--- src/rtl/uaz8_pkg.sv ---
// Shared definitions for the MicroUAZ8 core: bus widths, reset vector and
// the fetch-stage state encoding.
package uaz8_pkg;

    // Program memory address width (also the program counter width).
    localparam int UAZ8_ADDR_W = 8;

    // Instruction byte width.
    localparam int UAZ8_DATA_W = 8;

    // Program counter value after reset.
    localparam logic [UAZ8_ADDR_W-1:0] UAZ8_RESET_VEC = 8'h00;

    // Fetch stage states:
    //   IDLE  - one cycle after reset before the first request goes out
    //   FETCH - request outstanding, waiting for the memory acknowledge
    //   ISSUE - instruction register holds an unconsumed instruction
    typedef enum logic [1:0] {
        IDLE  = 2'd0,
        FETCH = 2'd1,
        ISSUE = 2'd2
    } fetch_state_e;

endpackage : uaz8_pkg

--- src/rtl/instr_fetch_unit.sv ---
// Fetch stage of the MicroUAZ8 core. Owns the program counter, runs the
// req/ack handshake towards program memory and presents one instruction
// at a time to Num_Inm and the decoder. A jump redirects the PC and drops
// whatever is in flight or held. Every output comes straight from a flop.
module instr_fetch_unit
    import uaz8_pkg::*;
#(
    parameter int                ADDR_W    = UAZ8_ADDR_W,
    parameter int                DATA_W    = UAZ8_DATA_W,
    parameter logic [ADDR_W-1:0] RESET_VEC = UAZ8_RESET_VEC
) (
    input  logic              i_Clk,
    input  logic              i_Rst_n,
    output logic [ADDR_W-1:0] o_Pmem_Addr,
    output logic              o_Pmem_Req,
    input  logic              i_Pmem_Ack,
    input  logic [DATA_W-1:0] i_Pmem_Data,
    input  logic              i_Stall,
    input  logic              i_Jump,
    input  logic [ADDR_W-1:0] i_Jump_Addr,
    output logic [DATA_W-1:0] o_Instruction,
    output logic              o_Instr_Valid,
    output logic [ADDR_W-1:0] o_Instr_Addr
);

    // Next sequential PC; the natural ADDR_W-bit overflow gives the
    // required wrap from all-ones back to zero.
    function automatic logic [ADDR_W-1:0] pc_inc(input logic [ADDR_W-1:0] pc);
        return pc + {{(ADDR_W-1){1'b0}}, 1'b1};
    endfunction

    fetch_state_e      state_q, state_d;
    logic [ADDR_W-1:0] pc_q,    pc_d;
    logic [ADDR_W-1:0] addr_q,  addr_d;
    logic              req_q,   req_d;
    logic [DATA_W-1:0] instr_q, instr_d;
    logic              valid_q, valid_d;
    logic [ADDR_W-1:0] iaddr_q, iaddr_d;

    // Data only counts while our own request is up; a stray ack is ignored.
    logic              mem_hit;
    assign mem_hit = req_q && i_Pmem_Ack;

    // Next-state and next-output logic; a jump overrides stall and ack.
    always_comb begin
        state_d = state_q;
        pc_d    = pc_q;
        addr_d  = addr_q;
        req_d   = req_q;
        instr_d = instr_q;
        valid_d = valid_q;
        iaddr_d = iaddr_q;

        if (i_Jump) begin
            // Redirect: flush any held instruction, discard any data
            // returning this cycle and (re)issue the request at the target.
            pc_d    = i_Jump_Addr;
            addr_d  = i_Jump_Addr;
            req_d   = 1'b1;
            valid_d = 1'b0;
            state_d = FETCH;
        end else begin
            unique case (state_q)
                IDLE: begin
                    req_d   = 1'b1;
                    addr_d  = pc_q;
                    state_d = FETCH;
                end
                FETCH: begin
                    // Request and address stay put until memory answers.
                    if (mem_hit) begin
                        instr_d = i_Pmem_Data;
                        iaddr_d = pc_q;
                        valid_d = 1'b1;
                        pc_d    = pc_inc(pc_q);
                        req_d   = 1'b0;
                        state_d = ISSUE;
                    end
                end
                ISSUE: begin
                    // Decoder takes the instruction when it is not stalling.
                    if (!i_Stall) begin
                        valid_d = 1'b0;
                        req_d   = 1'b1;
                        addr_d  = pc_q;
                        state_d = FETCH;
                    end
                end
                default: begin
                    state_d = IDLE;
                    req_d   = 1'b0;
                    valid_d = 1'b0;
                end
            endcase
        end
    end

    // State and output registers with asynchronous active-low reset.
    always_ff @(posedge i_Clk or negedge i_Rst_n) begin
        if (!i_Rst_n) begin
            state_q <= IDLE;
            pc_q    <= RESET_VEC;
            addr_q  <= RESET_VEC;
            req_q   <= 1'b0;
            instr_q <= '0;
            valid_q <= 1'b0;
            iaddr_q <= '0;
        end else begin
            state_q <= state_d;
            pc_q    <= pc_d;
            addr_q  <= addr_d;
            req_q   <= req_d;
            instr_q <= instr_d;
            valid_q <= valid_d;
            iaddr_q <= iaddr_d;
        end
    end

    assign o_Pmem_Addr   = addr_q;
    assign o_Pmem_Req    = req_q;
    assign o_Instruction = instr_q;
    assign o_Instr_Valid = valid_q;
    assign o_Instr_Addr  = iaddr_q;

endmodule : instr_fetch_unit

--- config.mk ---
export PLATFORM = sky130hd
export DESIGN_NAME = instr_fetch_unit
export DESIGN_NICKNAME = d
export VERILOG_FILES = /design/src/rtl/uaz8_pkg.sv /design/src/rtl/instr_fetch_unit.sv
export SDC_FILE = /design/constraint.sdc
export NUM_CORES = 1
export LEC_CHECK = 0
export ABC_AREA = 1
export BUFFER_PORTS_ARGS = -buffer_cell sky130_fd_sc_hd__buf_2
export CAP_MARGIN = 20
export CORE_ASPECT_RATIO = 2
export CORE_MARGIN = 10
export CORE_UTILIZATION = 50
export CTS_CLUSTER_SIZE = 30
export DETAILED_ROUTE_END_ITERATION = 7
export PLACE_DENSITY_LB_ADDON = 0.05
export SLEW_MARGIN = 40
export SYNTH_ARGS = -nofsm -noshare
export SYNTH_HDL_FRONTEND = slang
export SYNTH_SLANG_ARGS = --single-unit
--- constraint.sdc ---
create_clock -name i_Clk -period 1.4 [get_ports i_Clk]
set_input_delay 0.28 -clock i_Clk [delete_from_list [all_inputs] [get_ports i_Clk]]
set_output_delay 0.28 -clock i_Clk [all_outputs]
set_load 0.01 [all_outputs]
# == After elaboration in Yosys (flattened, before gate mapping) ==
# Index checks and enable logic that the tools add are counted.
# W data, S select, Z words.
# word_totals
word_cells,42
reg_bits,36
input_bits,21
out_inout_bits,26
# classes
reduce_logical,10
muxes,18
bitwise_logic,1
n_addsub,1
n_eq_ne,5
# op_table
operator,n
$mux W8,5
$pmux W8 S2,1
$add A8 B1 Y8 const B,1
$mux W1,6
$mux W2,3
$ne A3 B3 Y1 const B,2
$pmux W1 S3,2
$pmux W2 S3,1
$reduce_and A2 Y1,3
$reduce_and A3 Y1,2
$reduce_bool A2 Y1,2
$reduce_bool A3 Y1,1
$eq A2 B1 Y1 const B,1
$eq A2 B2 Y1 const B,1
$logic_not A2 Y1,1
$ne A2 B2 Y1 const B,1
$logic_and A1 B1 Y1,1
$not A1 Y1,1

# == Longest topological paths before layout ==
# logic_depth
word_depth,4
depth_mapped,9

# == Least setup slack after synthesis ==
# No wires, ideal clock.
# synth_path
path_kind,register to register
from,reg state_q[0]
to,reg pc_q[3]
setup_time_ps,130
setup_slack_ps,292
stages_incl_launch_ff,7
n_path_buf,0
t_required_ps,1270
arrival_time_ps,978
path_cell_list,dfrtp_1 > nand2_1 > inv_1 > nand2_1 > nand2_2 > o211ai_1 > o21ai_0
# synth_via
elab_chain_cells,3
# synth_lines
element,line,text
"start, declared",instr_fetch_unit.sv:32,"fetch_state_e state_q, state_d;"
"start signal, assigned",instr_fetch_unit.sv:109,state_q <= state_d;
$eq A2 B1 Y1,instr_fetch_unit.sv:63,unique case (state_q)
$reduce_bool A2 Y1 (no line),n/a,
$reduce_and A2 Y1 (no line),n/a,
"end signal, assigned",instr_fetch_unit.sv:110,pc_q <= pc_d;
"end, declared",instr_fetch_unit.sv:33,"logic [ADDR_W-1:0] pc_q, pc_d;"
# Every way passes these cells.
# A chain may end at the register's enable or synchronous reset.

# == Worst setup path after layout ==
# layout_path
from,reg pc_q[1]
to,reg pc_q[6]
# layout_via
elab_chain_cells,4
# layout_lines
element,line,text
$add A8 B1 Y8,instr_fetch_unit.sv:29,"return pc + {{(ADDR_W-1){1'b0}}, 1'b1};"
$mux W8,instr_fetch_unit.sv:71,if (mem_hit) begin
$mux W8,instr_fetch_unit.sv:63,
$mux W8,instr_fetch_unit.sv:54,if (i_Jump) begin
# Every way passes these cells. The select of a mux whose other input is x is not followed.

==> summary.md <==
| Metric | Value |
|---|---|
| Die Y | `between 100 and 150 um` |
| Commonest non-fill, non-tap cell in the layout | `nand2_1` |
| # H-tree levels | `2` |
| Worst-margin pin slew | `441 ps` |
| Sequential area share after synthesis | `a little over half` |
| 1st-pass router iterations | `4` |
| HP Class | `input port to async pin` |
| Fin crit share | `around nine tenths` |
| Cell Area, Placed | `approximately 1800 um^2` |
| DRC viols | `0` |
| Detail-routed net length per standard cell | `about 15 um` |
| Syn Nets | `around 200` |
| Vias per cell | `a little over 5` |
| Layout net count | `254` |
| Final min period | `roughly 1200 ps` |
| Setup slack, reg-to-reg | `approximately 160 ps` |
| YS warnings | `0` |
| CP Launch Type | `flop` |
| Relative slew slack | `70.6%` |
| Synth Register Bits | `35` |
| Top_reg_cell synth | `dfrtp_1` |
| WP data arrival | `around 1400 ps` |
| VDD IR max | `between 0.9 and 1 mV` |
| PortBufs | `46` |
| Mapped Cells | `182` |
| CTS tree | `yes` |
| Worst hold slack | `18.1 ps` |
| Clock Path Buffers | `2` |
| Clk root buf | `clkbuf_8` |
| Max Slew Vio Count | `0` |
| Unrepaired setup endpoints after global routing | `no` |
| Top-Level Pins | `47` |
| Vias in the first global route | `about 1.4k` |
| Setup TNS | `0 ps` |
| FF-to-FF Start | `pc_q[1]` |
| Pwr Total | `between 2 and 3 mW` |
| N_diodes | `0` |
| Placeable Area | `3160 um^2` |
| Placer Congestion | `~0.94` |
| Post-DP HPWL | `between 3000 and 4000 um` |
| Status | `finished, final reports clean` |
| Count of cell types in the netlist | `26` |
| Mapped Area | `about 1600 um^2` |
| Syn Area/Cell | `around 8.9 um^2` |
| First-pass GRT wire length | `about 6600 um` |
| Reg2reg path depth | `8` |
| Die X | `between 60 and 70 um` |
| Drt first-iter violations | `28` |
| Initial antenna violation count | `0` |
| Number of synthesized flops with an enable pin | `0` |
| Clock skew | `roughly 4.9 ps` |
| Most frequent cells in the layout | `nand2_1 (66), buf_2 (46), dfrtp_1 (35), o21ai_0 (11), inv_1 (11)` |
| Clk_lat worst skew | `slightly below 300 ps` |
| Worst EP required | `around 1600 ps` |
| Max Cap Viol | `0` |
| Fmax | `between 800 and 900 MHz` |
| CP Capture Type | `flop` |
| CP Class | `flop to flop` |
| Reg2reg end | `pc_q[6]` |
| Initial Utilization | `51.3%` |
| Ys async rst share | `100%` |
| Die area | `between 6000 and 7000 um^2` |
| Crit-path max FO | `5` |
| ANT nets after route | `0` |
| Routed Wire Length | `between 4000 and 5000 um` |
| PD cells | `between 1000 and 1500 nW/um^2` |
| Final setup viols | `0` |
| Via count | `between 1k and 1.5k` |
| Post-route cell area | `around 1900 um^2` |
| Total CTS buffers | `5` |
| Fin. Hold Viols | `0` |
| Clk slew on worst S/H paths | `approximately 70 ps` |
| CTS Hold Buffers Added | `0` |
| Row count | `29` |
| Clock net sink count | `35` |
| Area grow syn2layout | `19.6%` |
| Largest net degree at the start of global routing | `36` |
| Gr ovfl total | `0` |
| Total track usage | `~14%` |
| Fraction of layout cells with a size suffix above 1 | `between 20 and 30%` |
| Static Leak | `~1.0 nW` |
[synthesized netlist by cell type, types with 2 or more instances]
| library cell | number | area, um^2 |
|---|---|---|
| o21ai_1 | 9 | 45.0 |
| nor2_2 | 3 | 18.8 |
| o211ai_1 | 2 | 15.0 |
| nor2_1 | 8 | 30.0 |
| o31ai_1 | 2 | 15.0 |
| nand3_2 | 2 | 20.0 |
| nand4_1 | 3 | 18.8 |
| nand3_1 | 7 | 35.0 |
| dfrtp_1 | 35 | 876 |
| inv_1 | 11 | 41.3 |
| a21oi_1 | 6 | 30.0 |
| nand2_1 | 66 | 248 |
| buf_6 | 4 | 45.0 |
| o21ai_0 | 11 | 55.1 |
| buf_4 | 2 | 15.0 |
[per-stage QoR]
step | std cells | worst slack (ps) | util [%]
2_1_floorplan | 182 | 292 | -
3_3_place_gp | 255 | 169 | 58.4
3_5_place_dp | 255 | 115 | 58.4
4_1_cts | 263 | 135 | 61.0
5_1_grt | 264 | 3.08 | 61.4
6_report | 264 | 158 | 61.4
[what timing repair did]
action	4_1_cts	5_1_grt
gates resized for setup	0	1
buffers inserted	0	1
endpoints found under the setup margin	0	3
[how the worst max path moves through the flow]
| stage | endpoint | from | slack (ps) |
|---|---|---|---|
| after floorplan | pc_q[3] | state_q[0] | 290 |
| after global placement | pc_q[4] | i_Jump | 170 |
| after detailed placement | pc_q[4] | i_Jump | 110 |
| after CTS | pc_q[3] | state_q[0] | 140 |
| after global routing | pc_q[6] | pc_q[1] | 3 |
| final | pc_q[6] | pc_q[1] | 160 |
[cells by family after synthesis]
logic type	share of synthesized area, %
DFF	54.1
and+or+nand+nor	25.0
buffers and inverters	8.11
muxes	0.618
AOI/OAI and AO/OA	11.4
adders and majority gates	0.772
[cell type report]
class                           instances  area [um^2]
Sequential cell                        35          876
Clock inverter                          1         5.00
Tap cell                               31         38.8
Multi-Input combinational cell        127          618
Timing Repair Buffer                   50          273
Clock buffer                            7         76.3
Fill cell                             300         1220
Inverter                               13         51.3
[report_power, final]
part / switching, mW / total [mW] / internal, mW
Combinational: 0.431 / 0.718 / 0.287
Clock: 0.340 / 0.689 / 0.348
Sequential: 0.135 / 1.36 / 1.22
[state kept, by name, summed over array words and instances (netlist names)]
register	flops
o_Instr_Addr	8
o_Instruction	8
o_Pmem_Addr	8
pc_q	8
state_q	2
o_Instr_Valid	1
[critical path, stage by stage (launching register included)]
cell	delay, ps
dfrtp_1	410
ha_1	230
nand2_1	60
nor2_1	140
nand2_1	70
nand2_1	60
nand3_1	70
nand2_1	60
nand2_1	50
[metal layers]
layer / global-route usage [%] / vias up / part of all wire [%]
met4: 9.20 / 0 / 3.9
met2: 23.6 / 40 / 56
met5: 0 / - / 0
met3: 4.29 / 11 / 5.6
li1: - / 687 / -
met1: 14.6 / 615 / 35
Power figures use the tool's default switching activity.
